<file path="src/rtl/host_mem_ctrl.sv">
// Line-granular DMA bridge between the miner CPU and the AFU host ports.
// Stages one cache line in a buffer the CPU reads and writes a word at a time.
`timescale 1ns/1ps
module host_mem_ctrl #(
  parameter int unsigned ADDR_W  = 64,
  parameter int unsigned LINE_W  = 512,
  parameter int unsigned WORD_W  = 32,
  parameter int unsigned TIMEOUT = 65535
) (
  input  logic              clk,
  input  logic              rst_n,
  input  logic              host_init,
  input  logic [1:0]        cpu_op,
  input  logic [ADDR_W-1:0] cpu_addr,
  input  logic [WORD_W-1:0] cpu_wr_data,
  output logic [WORD_W-1:0] cpu_rd_data,
  output logic              cpu_ready,
  output logic              tx_done,
  output logic              tx_err,
  input  logic              host_rd_ready,
  input  logic              host_wr_ready,
  input  logic [ADDR_W-1:0] address_offset,
  input  logic [LINE_W-1:0] host_data_bus_read_in,
  output logic [LINE_W-1:0] host_data_bus_write_out,
  output logic [ADDR_W-1:0] corrected_address,
  output logic              host_re,
  output logic              host_we,
  output logic              host_rgo,
  output logic              host_wgo
);

  localparam int unsigned WORD_LSB = $clog2(WORD_W / 8);
  localparam int unsigned LINE_LSB = $clog2(LINE_W / 8);
  localparam int unsigned BIT_LSB  = $clog2(WORD_W);
  localparam int unsigned BIT_W    = $clog2(LINE_W);
  localparam int unsigned IDX_W    = BIT_W - BIT_LSB;
  localparam int unsigned CNT_W    = $clog2(TIMEOUT + 1);

  localparam logic [CNT_W-1:0] CNT_LAST = CNT_W'(TIMEOUT - 1);

  localparam logic [1:0] OP_FETCH = 2'b01;
  localparam logic [1:0] OP_FLUSH = 2'b10;
  localparam logic [1:0] OP_WORD  = 2'b11;

  typedef enum logic [2:0] {
    WAIT_INIT,
    IDLE,
    RD_GO,
    RD_WAIT,
    WR_GO,
    WR_WAIT,
    DONE
  } state_t;

  state_t state;
  state_t next_state;

  logic [LINE_W-1:0] buffer;
  logic [CNT_W-1:0]  wait_cnt;

  logic              load_addr;
  logic              word_wr;
  logic              line_cap;
  logic              cnt_inc;
  logic              abort;

  logic [IDX_W-1:0]  word_idx;
  logic [BIT_W-1:0]  word_bit;
  logic [ADDR_W-1:0] line_base;
  logic              unused_addr_lsb;

  // Word select and line-aligned address; sub-word byte bits carry no meaning here.
  assign word_idx        = cpu_addr[WORD_LSB +: IDX_W];
  assign word_bit        = {word_idx, BIT_LSB'(0)};
  assign line_base       = {cpu_addr[ADDR_W-1:LINE_LSB], LINE_LSB'(0)};
  assign unused_addr_lsb = ^cpu_addr[WORD_LSB-1:0];

  assign host_data_bus_write_out = buffer;

  always_ff @(posedge clk or negedge rst_n) begin
    if (!rst_n) begin
      state <= WAIT_INIT;
    end else begin
      state <= next_state;
    end
  end

  // Next state, DMA handshake strobes and datapath enables.
  always_comb begin
    next_state = state;
    host_re    = 1'b0;
    host_we    = 1'b0;
    load_addr  = 1'b0;
    word_wr    = 1'b0;
    line_cap   = 1'b0;
    cnt_inc    = 1'b0;
    abort      = 1'b0;
    case (state)
      WAIT_INIT: begin
        if (host_init) begin
          next_state = IDLE;
        end
      end
      IDLE: begin
        case (cpu_op)
          OP_FETCH: begin
            load_addr  = 1'b1;
            next_state = RD_GO;
          end
          OP_FLUSH: begin
            load_addr  = 1'b1;
            next_state = WR_GO;
          end
          OP_WORD: begin
            word_wr    = 1'b1;
            next_state = DONE;
          end
          default: ;
        endcase
      end
      RD_GO: begin
        next_state = RD_WAIT;
      end
      RD_WAIT: begin
        if (host_rd_ready) begin
          host_re    = 1'b1;
          line_cap   = 1'b1;
          next_state = DONE;
        end else begin
          cnt_inc = 1'b1;
          if (wait_cnt == CNT_LAST) begin
            abort      = 1'b1;
            next_state = IDLE;
          end
        end
      end
      WR_GO: begin
        next_state = WR_WAIT;
      end
      WR_WAIT: begin
        if (host_wr_ready) begin
          host_we    = 1'b1;
          next_state = DONE;
        end else begin
          cnt_inc = 1'b1;
          if (wait_cnt == CNT_LAST) begin
            abort      = 1'b1;
            next_state = IDLE;
          end
        end
      end
      DONE: begin
        next_state = IDLE;
      end
      default: begin
        next_state = WAIT_INIT;
      end
    endcase
  end

  // Registered status pulses are derived from the state being entered.
  always_ff @(posedge clk or negedge rst_n) begin
    if (!rst_n) begin
      cpu_ready <= 1'b0;
      tx_done   <= 1'b0;
      tx_err    <= 1'b0;
      host_rgo  <= 1'b0;
      host_wgo  <= 1'b0;
    end else begin
      cpu_ready <= (next_state == IDLE);
      tx_done   <= (next_state == DONE);
      tx_err    <= abort;
      host_rgo  <= (next_state == RD_GO);
      host_wgo  <= (next_state == WR_GO);
    end
  end

  // Address relocation wraps modulo 2^ADDR_W; the wait counter restarts per op.
  always_ff @(posedge clk or negedge rst_n) begin
    if (!rst_n) begin
      corrected_address <= '0;
      wait_cnt          <= '0;
    end else if (load_addr) begin
      corrected_address <= address_offset + line_base;
      wait_cnt          <= '0;
    end else if (cnt_inc) begin
      wait_cnt <= wait_cnt + CNT_W'(1);
    end
  end

  // Line buffer: whole-line capture and CPU word writes live in different states.
  always_ff @(posedge clk or negedge rst_n) begin
    if (!rst_n) begin
      buffer      <= '0;
      cpu_rd_data <= '0;
    end else begin
      cpu_rd_data <= buffer[word_bit +: WORD_W];
      if (line_cap) begin
        buffer <= host_data_bus_read_in;
      end else if (word_wr) begin
        buffer[word_bit +: WORD_W] <= cpu_wr_data;
      end
    end
  end

endmodule

</file>
<file path="config.mk">
export PLATFORM = sky130hd
export DESIGN_NAME = host_mem_ctrl
export DESIGN_NICKNAME = d
export VERILOG_FILES = /design/src/rtl/host_mem_ctrl.sv
export SDC_FILE = /design/constraint.sdc
export NUM_CORES = 2
export LEC_CHECK = 0
export BUFFER_PORTS_ARGS = -buffer_cell sky130_fd_sc_hd__buf_2
export CORE_AREA = 2 2 503 505
export CTS_BUF_LIST = sky130_fd_sc_hd__clkbuf_4 sky130_fd_sc_hd__clkbuf_8
export CTS_CLUSTER_DIAMETER = 80
export DETAILED_ROUTE_END_ITERATION = 16
export DIE_AREA = 0 0 505 507
export SYNTH_ARGS = -nofsm -noshare
export SYNTH_HDL_FRONTEND = slang
export SYNTH_SLANG_ARGS = --single-unit
</file>
<file path="constraint.sdc">
create_clock -name clk -period 2.5 [get_ports clk]
set_input_delay 0.5 -clock clk [delete_from_list [all_inputs] [get_ports clk]]
set_output_delay 0.5 -clock clk [all_outputs]
set_load 0.005 [all_outputs]
</file>
==> flow_metrics.env <==
export IMPL_wirelength_mm=292
export IMPL_cts_buffers=120
export IMPL_status="finished, violations left"
export IMPL_grt_max_degree=99
export IMPL_gp_congestion=1.05
export IMPL_cts_num_sinks=632
export IMPL_crit_type="reg -> reg"
export IMPL_pre_cts_slack_ps=-1080
export IMPL_grt_pass1_wl_mm=378
export IMPL_drt_iter0_markers=6566
export IMPL_overflow=0
export IMPL_netlist_area_leader_share_pct=46.0
export IMPL_fill_cells=27100
export IMPL_cp_end_kind="register"
export IMPL_clk_pin_slew_ps=60
export IMPL_period_needed_ps=2550
export IMPL_grt_pass1_vias=41000
export IMPL_avgSynthCellArea_um2=10.1
export IMPL_required_ps=3290
export IMPL_layout_nets=6212
export IMPL_antenna_found_initial=66
export IMPL_fmax_mhz=392
export IMPL_finalInstanceArea_mm2=0.0567
export IMPL_drc_errors=0
export IMPL_floorplan_initialDensity_pct=13.7
export IMPL_violations="setup timing"
export IMPL_fin_crit_sh_pct=102
export IMPL_viasPerCell=4.58
export IMPL_p_seq_share_pct=33.9
export IMPL_synth_most_common_cell="dfrtp_1"
export IMPL_p_sw_share_pct=46.1
export IMPL_grt_usage_pct=21.7
export IMPL_core_area_mm2=0.250
export IMPL_p_per_area_mw_per_mm2=1020
export IMPL_ys_types=87
export IMPL_clk_latency_ps=960
export IMPL_ioPinCount=1294
export IMPL_die_h_um=507
export IMPL_antenna_left=0
export IMPL_syn_num_nets=4141
export IMPL_fin_skew_ps=103
export IMPL_synthFlopType="dfrtp_1"
export IMPL_synthCells=3395
export IMPL_port_buffers=1291
export IMPL_rsz0062_at_grt="yes"
export IMPL_synth_area_leaders="dfrtp_1 (46%), mux2i_1 (11%), a222oi_1 (7.5%)"
export IMPL_hold_viol=0
export IMPL_p_int_mw=31.3
export IMPL_die_area_mm2=0.256
export IMPL_place_area_mm2=0.0480
export IMPL_p_sw_mw=26.8
export IMPL_p_leak_nw=28.5
export IMPL_vias=41000
export IMPL_async_flop_share_pct=100
export IMPL_slew_headroom_pct=48.3
export IMPL_finalSetupTns_ps=-374
export IMPL_setup_slack_ps=-50.4
export IMPL_timing_final_setup_violations=17
export IMPL_dp_hpwl_mm=235
export IMPL_ys_warn_count=0
export IMPL_path_max_fanout=22
export IMPL_clk_path_buf_depth=3
export IMPL_arrival_ps=3340
export IMPL_dr_pass1_iters=12
export IMPL_ys_top_cells_by_count="dfrtp_1 (632), nand2_1 (443), mux2i_1 (371)"
export IMPL_area_growth_syn_to_layout_pct=65.1
export IMPL_synth_seq_cells=632
export IMPL_worst_slew_pin_slew_ps=775
export IMPL_rr_worst_depth=11
export IMPL_synth_edf_count=0
export IMPL_die_w_um=505
export IMPL_hp_class="in -> async"
export IMPL_synth_top_cell_by_area="dfrtp_1"
export IMPL_power_frac_comb_pct=45.2
export IMPL_wl_per_cell_um=32.6
export IMPL_tritoncts="done"
export IMPL_p_clk_share_pct=20.9
export IMPL_drv_slew=0
export IMPL_hold_ws_ps=150
export IMPL_synthesis_area_mm2=0.0344
export IMPL_drive_gt1_share_pct=37.8
export IMPL_cp_start_kind="register"
export IMPL_r2r_slack_ps=-50
export IMPL_ir_drop_v=0.000627
export IMPL_root_buffer="clkbuf_8"
export IMPL_cap_violations=0
export IMPL_yosysSeqAreaShare_pct=46.0
export IMPL_rows=184
export IMPL_htree_levels=3
path summary, 6_finish.rpt:
path | start | end
hold reg to reg | corrected_address[33] | corrected_address[33]
setup / recovery | state[2] | host_data_bus_write_out[494]
hold / removal | rst_n | corrected_address[10]
setup reg to reg | state[2] | host_data_bus_write_out[494]
min in group clk | cpu_wr_data[24] | host_data_bus_write_out[280]
max in group asynchronous | rst_n | host_data_bus_write_out[31]
layout by cell type, fill, tap and decap left out, types with 8 or more instances in the layout:
| cell type | netlist | routed |
|---|---|---|
| ha_1 | 66 | 59 |
| a21oi_1 | 111 | 97 |
| clkinv_2 | 0 | 18 |
| dlygate4sd3_1 | 0 | 545 |
| nand2_1 | 443 | 437 |
| a31oi_1 | 10 | 10 |
| nor3_1 | 17 | 13 |
| mux2_2 | 8 | 8 |
| a221oi_1 | 32 | 32 |
| mux2i_1 | 371 | 371 |
| buf_12 | 1 | 67 |
| nand2b_1 | 12 | 9 |
| a22oi_1 | 31 | 31 |
| xor2_1 | 32 | 31 |
| nor2_1 | 93 | 91 |
| inv_1 | 276 | 273 |
| nand3_1 | 16 | 16 |
| o21ai_1 | 19 | 19 |
| a21o_1 | 35 | 35 |
| a222oi_1 | 256 | 256 |
| o21ai_0 | 365 | 363 |
| diode_2 | 0 | 31 |
| clkbuf_4 | 0 | 30 |
| buf_4 | 9 | 347 |
| xnor2_1 | 31 | 31 |
| buf_2 | 48 | 1285 |
| nand4_1 | 24 | 24 |
| clkbuf_8 | 7 | 157 |
| o21a_1 | 10 | 10 |
| dfrtp_1 | 632 | 631 |
| a21oi_4 | 0 | 8 |
| o21bai_1 | 8 | 8 |
| mux4_2 | 70 | 70 |
layout make-up:
class                           count  area, um2  area share [%]
Antenna cell                       31       77.6           0.137
Clock buffer                      187       2390            4.21
Clock inverter                     36        435           0.767
Inverter                          277       1060            1.87
Multi-Input combinational cell   2174      16600            29.3
Sequential cell                   632      15800            27.9
Tap cell                         3348       4190            7.38
Timing Repair Buffer             2261      16200            28.5
routing by layer:
| layer | vias up | global-route usage (%) | wire length, um | share of wire (%) |
|---|---|---|---|---|
| met1 | 20100 | 23.4 | 100000 | 34 |
| met2 | 3429 | 33.9 | 128000 | 44 |
| met4 | 14 | 11.9 | 19500 | 6.7 |
| met3 | 815 | 12.0 | 44000 | 15 |
| li1 | 16600 | - | - | - |
| met5 | - | 0 | 97 | 0.033 |
worst max-delay path, stage by stage, from the launching register on:
cell and delay [ps]:
dfrtp_2 440, nand4b_1 260, buf_12 200, inv_16 60
buf_4 280, buf_8 220, a21oi_4 60, nor4_4 240
buf_4 190, buf_12 250, a222oi_1 130, inv_1 90
what timing repair did:
| action | 4_1_cts | 5_1_grt |
|---|---|---|
| setup buffers | 10 | 9 |
| hold endpoints to repair | 850 | 0 |
| pin swaps | 3 | 1 |
| resized for setup | 14 | 3 |
| setup endpoints to repair | 68 | 124 |
| hold buffers | 545 | 0 |
| gates cloned | 1 | 3 |
power groups by stage:
stage | clock network, mW | registers [mW] | logic [mW]
after floorplan | 0 | 17.8 | 8.91
after global placement | 0 | 19.3 | 24.8
after detailed placement | 0 | 19.5 | 25.0
after CTS | 12.4 | 19.4 | 26.0
after global routing | 12.7 | 19.9 | 28.1
final | 12.1 | 19.7 | 26.3
flip-flops by register name (all words and copies together), names as in the netlist:
signal and flops:
corrected_address 64, cpu_rd_data 32, cpu_ready 1, wait_cnt 16
host_data_bus_write_out 512, state 3, host_rgo 1, host_wgo 1
tx_err 1, tx_done 1
per-stage QoR:
| step | total power, mW | std cells | util (%) |
|---|---|---|---|
| floorplan | 26.7 | 3395 | - |
| global placement | 44.1 | 8124 | 19.2 |
| detailed placement | 44.5 | 8124 | 19.2 |
| CTS | 57.7 | 8903 | 22.6 |
| global route | 60.7 | 8941 | 22.6 |
| finish | 58.1 | 8946 | 22.7 |
logic make-up (layout without fill, tap and decap cells):
kind of cell | after synthesis | in the layout | share of synthesized area, %
adder cells (fa/ha/maj) | 67 | 67 | 2.46
other | 0 | 31 | 0
XOR/XNOR | 63 | 63 | 1.61
AO/OA/AOI/OAI | 930 | 930 | 19.0
AND/OR/NAND/NOR | 665 | 665 | 8.35
multiplexers | 449 | 449 | 15.7
buffers and inverters | 589 | 2761 | 6.96
flip-flops | 632 | 632 | 46.0
(Power assumes the default switching activity.)
